<file path="src/rtl/program_memory.sv">
// TD4 instruction memory: registered fetch port, valid/ready program loader and,
// with PROGRAM_MEMORY_INIT_EN defined, a boot sequencer that writes the LED demo program.
module program_memory #(
    parameter int unsigned ADDR_W = 4,
    parameter int unsigned DATA_W = 8,
    parameter int unsigned DEPTH  = 2**ADDR_W
) (
    input  logic              clk,
    input  logic              rst_n,
    input  logic [ADDR_W-1:0] address,
    output logic [DATA_W-1:0] order,
    output logic              busy,
    input  logic              load_start,
    input  logic              load_valid,
    input  logic [DATA_W-1:0] load_data,
    input  logic              load_last,
    output logic              load_ready,
    output logic              load_done,
    output logic [ADDR_W:0]   load_words
);

    localparam int unsigned CNT_W = ADDR_W + 1;
    localparam logic [ADDR_W-1:0] LAST_ADDR = ADDR_W'(DEPTH - 1);

    typedef enum logic [1:0] {
        S_IDLE = 2'd0,
        S_LOAD = 2'd1
`ifdef PROGRAM_MEMORY_INIT_EN
        , S_INIT = 2'd2
`endif
    } state_t;

`ifdef PROGRAM_MEMORY_INIT_EN
    localparam state_t     RST_STATE = S_INIT;
    localparam logic       RST_BUSY  = 1'b1;

    // Default LED program; unlisted addresses hold NOP.
    function automatic logic [DATA_W-1:0] image(input logic [ADDR_W-1:0] a);
        logic [7:0] b;
        case (a)
            ADDR_W'(0): b = 8'hb3;
            ADDR_W'(1): b = 8'hb6;
            ADDR_W'(2): b = 8'hbc;
            ADDR_W'(3): b = 8'hb8;
            ADDR_W'(4): b = 8'hb8;
            ADDR_W'(5): b = 8'hbc;
            ADDR_W'(6): b = 8'hb6;
            ADDR_W'(7): b = 8'hb3;
            ADDR_W'(8): b = 8'hb1;
            ADDR_W'(9): b = 8'h90;
            default:    b = 8'h00;
        endcase
        return DATA_W'(b);
    endfunction
`else
    localparam state_t     RST_STATE = S_IDLE;
    localparam logic       RST_BUSY  = 1'b0;
`endif

    logic [DATA_W-1:0] mem [DEPTH];

    state_t            state, state_nx;
    logic [ADDR_W-1:0] wptr, wptr_nx;
    logic              xfer, term;

    logic              we;
    logic [DATA_W-1:0] wdata;
    logic [DATA_W-1:0] order_nx;
    logic              busy_nx, ready_nx, done_nx;
    logic [CNT_W-1:0]  words_nx;

    assign xfer = (state == S_LOAD) && load_valid;
    assign term = xfer && (load_last || (wptr == LAST_ADDR));

    // State register
    always_ff @(posedge clk or negedge rst_n) begin
        if (!rst_n) begin
            state <= RST_STATE;
            wptr  <= '0;
        end else begin
            state <= state_nx;
            wptr  <= wptr_nx;
        end
    end

    // Next-state logic
    always_comb begin
        state_nx = state;
        wptr_nx  = wptr;
        unique case (state)
            S_IDLE: begin
                if (load_start) begin
                    state_nx = S_LOAD;
                    wptr_nx  = '0;
                end
            end
            S_LOAD: begin
                if (xfer) begin
                    wptr_nx = wptr + ADDR_W'(1);
                end
                if (term) begin
                    state_nx = S_IDLE;
                    wptr_nx  = '0;
                end
            end
`ifdef PROGRAM_MEMORY_INIT_EN
            S_INIT: begin
                wptr_nx = wptr + ADDR_W'(1);
                if (wptr == LAST_ADDR) begin
                    state_nx = S_IDLE;
                    wptr_nx  = '0;
                end
            end
`endif
            default: begin
                state_nx = S_IDLE;
                wptr_nx  = '0;
            end
        endcase
    end

    // Output and write-port logic; fetch is suppressed from the cycle a load is requested
    always_comb begin
        we       = 1'b0;
        wdata    = load_data;
        order_nx = '0;
        busy_nx  = (state_nx != S_IDLE);
        ready_nx = (state_nx == S_LOAD);
        done_nx  = 1'b0;
        words_nx = load_words;
        unique case (state)
            S_IDLE: begin
                if (!load_start) begin
                    order_nx = mem[address];
                end
            end
            S_LOAD: begin
                we = xfer;
                if (term) begin
                    done_nx  = 1'b1;
                    words_nx = CNT_W'(wptr) + CNT_W'(1);
                end
            end
`ifdef PROGRAM_MEMORY_INIT_EN
            S_INIT: begin
                we    = 1'b1;
                wdata = image(wptr);
            end
`endif
            default: ;
        endcase
    end

    // Registered outputs
    always_ff @(posedge clk or negedge rst_n) begin
        if (!rst_n) begin
            order      <= '0;
            busy       <= RST_BUSY;
            load_ready <= 1'b0;
            load_done  <= 1'b0;
            load_words <= '0;
        end else begin
            order      <= order_nx;
            busy       <= busy_nx;
            load_ready <= ready_nx;
            load_done  <= done_nx;
            load_words <= words_nx;
        end
    end

    // Storage is deliberately not reset so a loaded program survives reset
    always_ff @(posedge clk) begin
        if (we) begin
            mem[wptr] <= wdata;
        end
    end

endmodule

</file>
<file path="config.mk">
export PLATFORM = sky130hd
export DESIGN_NAME = program_memory
export DESIGN_NICKNAME = d
export VERILOG_FILES = /design/src/rtl/program_memory.sv
export SDC_FILE = /design/constraint.sdc
export NUM_CORES = 1
export LEC_CHECK = 0
export CAP_MARGIN = 20
export CORE_UTILIZATION = 40
export DETAILED_ROUTE_END_ITERATION = 10
export DONT_BUFFER_PORTS = 1
export PLACE_DENSITY = 0.66
export SYNTH_ARGS = -nofsm -noshare
export SYNTH_HDL_FRONTEND = slang
export SYNTH_SLANG_ARGS = --single-unit
</file>
<file path="constraint.sdc">
create_clock -name clk -period 6.1 [get_ports clk]
set_clock_uncertainty 0.15 [all_clocks]
set_input_delay 0.915 -clock clk [delete_from_list [all_inputs] [get_ports clk]]
set_output_delay 0.915 -clock clk [all_outputs]
set_load 0.02 [all_outputs]
</file>
==> qor.csv <==
metric,value,unit
Tcrit/Tclk final,36.2,%
Hold Path Class,in -> async,
Max VDD drop,191,µV
worst endpoint data arrival time,2.10,ns
DR DRC count,0,
Post-CTS Hold Fix Bufs,0,
critical path type,reg -> reg,
largest area contributor in the netlist,edfxtp_1,
adder-cell share of the synthesized area,0.849,%
simple-gate share of the synthesized area,3.03,%
initial antenna violation count,0,
Clock Tree Root,clkbuf_16,
nets,309,
CTS tree,built,
WP data required,5.99,ns
Final Hold Vio Count,0,
gpl congestion,0.773,
top-area cell type share of the netlist area,65.2,%
Worst R2R End,mem[7][7],
Synth Area in Compound Gates,1.80,%
Clock Tree Buf Depth,2,
post-synthesis cell area,5900,µm²
Via density,5.54,
sequential share of power,51.4,%
switching share of power,20.4,%
Gate Count Post-Synth,276,
WL per Instance,22.8,µm
Core Box Area,14500,µm²
gr ovfl total,0,
I/O Buffers,0,
Detail Placement HPWL,6910,µm
mux contribution to synthesized area,17.8,%
Worst Tran Pin Value,0.801,ns
vias in the first global route,2708,
main combinational cell family by area after synthesis,multiplexers,
Area Overhead vs Synth,13.0,%
largest cells by area after synthesis,"edfxtp_1 (65%), mux4_1 (12%), dfrtp_1 (9.3%)",
Synth warnings,0,
CTS H-tree lvls,4,
"Max FO, Critical Path",8,
"FF+latch count, synth",150,
Via Count,2688,
design area,6670,µm²
# clock sinks,150,
die footprint,15200,µm²
sequential-to-total area share from yosys stat,74.5,%
Placed Instances,448,
clock period minus worst slack,2.21,ns
startpoint types,flop,
PD cells,331,nW/µm²
Routed WL,11000,µm
Final setup violation count,0,
starting utilization of the core area,40.7,%
Combinational Power Share,2.1,%
Worst slew margin,46.4,%
layout cells sized above 1,16.3,%
remaining antenna violation count,0,
switching pwr,449,µW
Num CTS Buffers,17,
post-CTS setup buffer count,0,
Reg2Reg Setup Slack,3.89,ns
Post-Synth XOR/XNOR Area,0.297,%
Avg Inst Size Synth,21.4,µm²
Antenna diodes,0,
total track usage,15.7,%
FMAX,452,MHz
die width,123,µm
non-filler instance count after layout,485,
Mapped Nets,297,
Ports,33,
Setup crit end kind,flop,
1st-pass router iterations,5,
largest net degree at the start of global routing,32,
status,"complete, no violations",
max-cap violations,0,
r2r startpoint,wptr[1],
first-pass GRT wire length,16300,µm
reg2reg path depth,3,
Int Power,1750,µW
# rows,44,
"Reg clk slew, reported paths",0.06,ns
placed cell area,6040,µm²
Die Y,123,µm
unrepaired setup endpoints after global routing,no,
DR iter-0 viols,187,
Synth cell types,33,
Clk network pwr share,46.4,%
leakage,0.00234,µW
worst skew pair latency,0.41,ns
Fin Setup TNS,0,ns
max-slew violations,0,
# resized after CTS,0,
final cells by class:
| cell class | instances | area [µm²] |
|---|---|---|
| fill | 1176 | 7810 |
| sequential | 150 | 4390 |
| multi-input combinational | 112 | 1410 |
| clock buffer | 20 | 500 |
| tap | 184 | 230 |
| clock inverter | 12 | 97.6 |
| timing repair buffer | 5 | 30.0 |
| inverter | 2 | 7.51 |
Yosys cell counts, drive strengths merged:
master / instances
a21o: 2
a22o: 2
a311oi: 1
a31oi: 1
and3b: 1
buf: 9
clkbuf: 3
conb: 1
dfrtp: 22
edfxtp: 128
ha: 4
inv: 2
mux2: 6
mux2i: 16
mux4: 32
nand2: 5
nand2b: 2
nand3: 1
nand3b: 2
nand4b: 1
nor2: 14
nor3: 8
nor3b: 1
o22ai: 8
o32ai: 1
or4: 1
xnor2: 1
xor2: 1
worst max-delay path, cell delays in order, from the launching register on:
cell and delay, ns:
dfrtp_1 0.40, ha_1 0.28, nand4b_1 0.30, nor2_1 0.71
worst max-delay path by stage:
stage / startpoint / endpoint / slack [ns] / cells after the start
2_1_floorplan: load_valid / mem[0][0] / 3.74 / 3
3_5_place_dp: load_valid / mem[2][7] / 3.28 / 3
5_1_grt: wptr[1] / mem[15][3] / 3.71 / 3
3_3_place_gp: load_valid / mem[11][0] / 3.37 / 2
4_1_cts: wptr[1] / mem[11][0] / 3.50 / 3
6_report: wptr[1] / mem[7][7] / 3.89 / 3
layer usage:
layer | GRT usage (%) | vias up | part of all wire, %
li1 | - | 1178 | -
met1 | 20.6 | 1377 | 44
met2 | 24.0 | 114 | 47
met3 | 5.26 | 19 | 7.3
met4 | 6.48 | 0 | 1.9
met5 | 0 | - | 0
state kept, by name, summed over array words and instances (netlist names):
name and cells:
mem 128, order 8, load_words 5, wptr 4
state 2, busy 1, load_done 1, load_ready 1
cells by family (layout without fill, tap and decap cells):
group / Yosys count / count (layout)
flip-flops: 150 / 150
multiplexers: 54 / 54
AND/OR/NAND/NOR: 36 / 36
AO/OA/AOI/OAI: 15 / 15
buffers and inverters: 14 / 39
adder cells (fa/ha/maj): 4 / 4
XOR/XNOR: 2 / 2
other: 1 / 1
layout by cell type (no fill, tap or decap), drive strengths merged, types with 2 or more instances in the layout:
master and n:
inv 12, dfrtp 22, nor2 14, nand2b 2
a21o 2, clkbuf 22, nor3 8, nand3b 2
mux2i 16, buf 3, edfxtp 128, ha 4
a22o 2, nand2 5, clkinv 2, mux2 6
mux4 32, o22ai 8
metrics by stage:
step / power [µW] / worst slack, ns / hold slack [ns] / util (%)
2_1_floorplan: 1200 / 3.74 / 0.369 / -
3_3_place_gp: 1200 / 3.37 / 0.423 / 41.7
3_5_place_dp: 1200 / 3.28 / 0.443 / 41.7
4_1_cts: 2210 / 3.50 / 0.0268 / 45.8
5_1_grt: 2260 / 3.71 / 0.0213 / 46.0
6_report: 2200 / 3.89 / 0.0400 / 46.0
power groups by stage:
stage | Combinational (µW) | Clock (µW) | Sequential [µW]
floorplan | 48.4 | 0 | 1150
global placement | 45.7 | 0 | 1150
detailed placement | 46.1 | 0 | 1160
CTS | 46.8 | 1030 | 1130
global route | 49.6 | 1080 | 1130
finish | 46.6 | 1020 | 1130
Note: power is estimated with default switching activity, not from simulation.
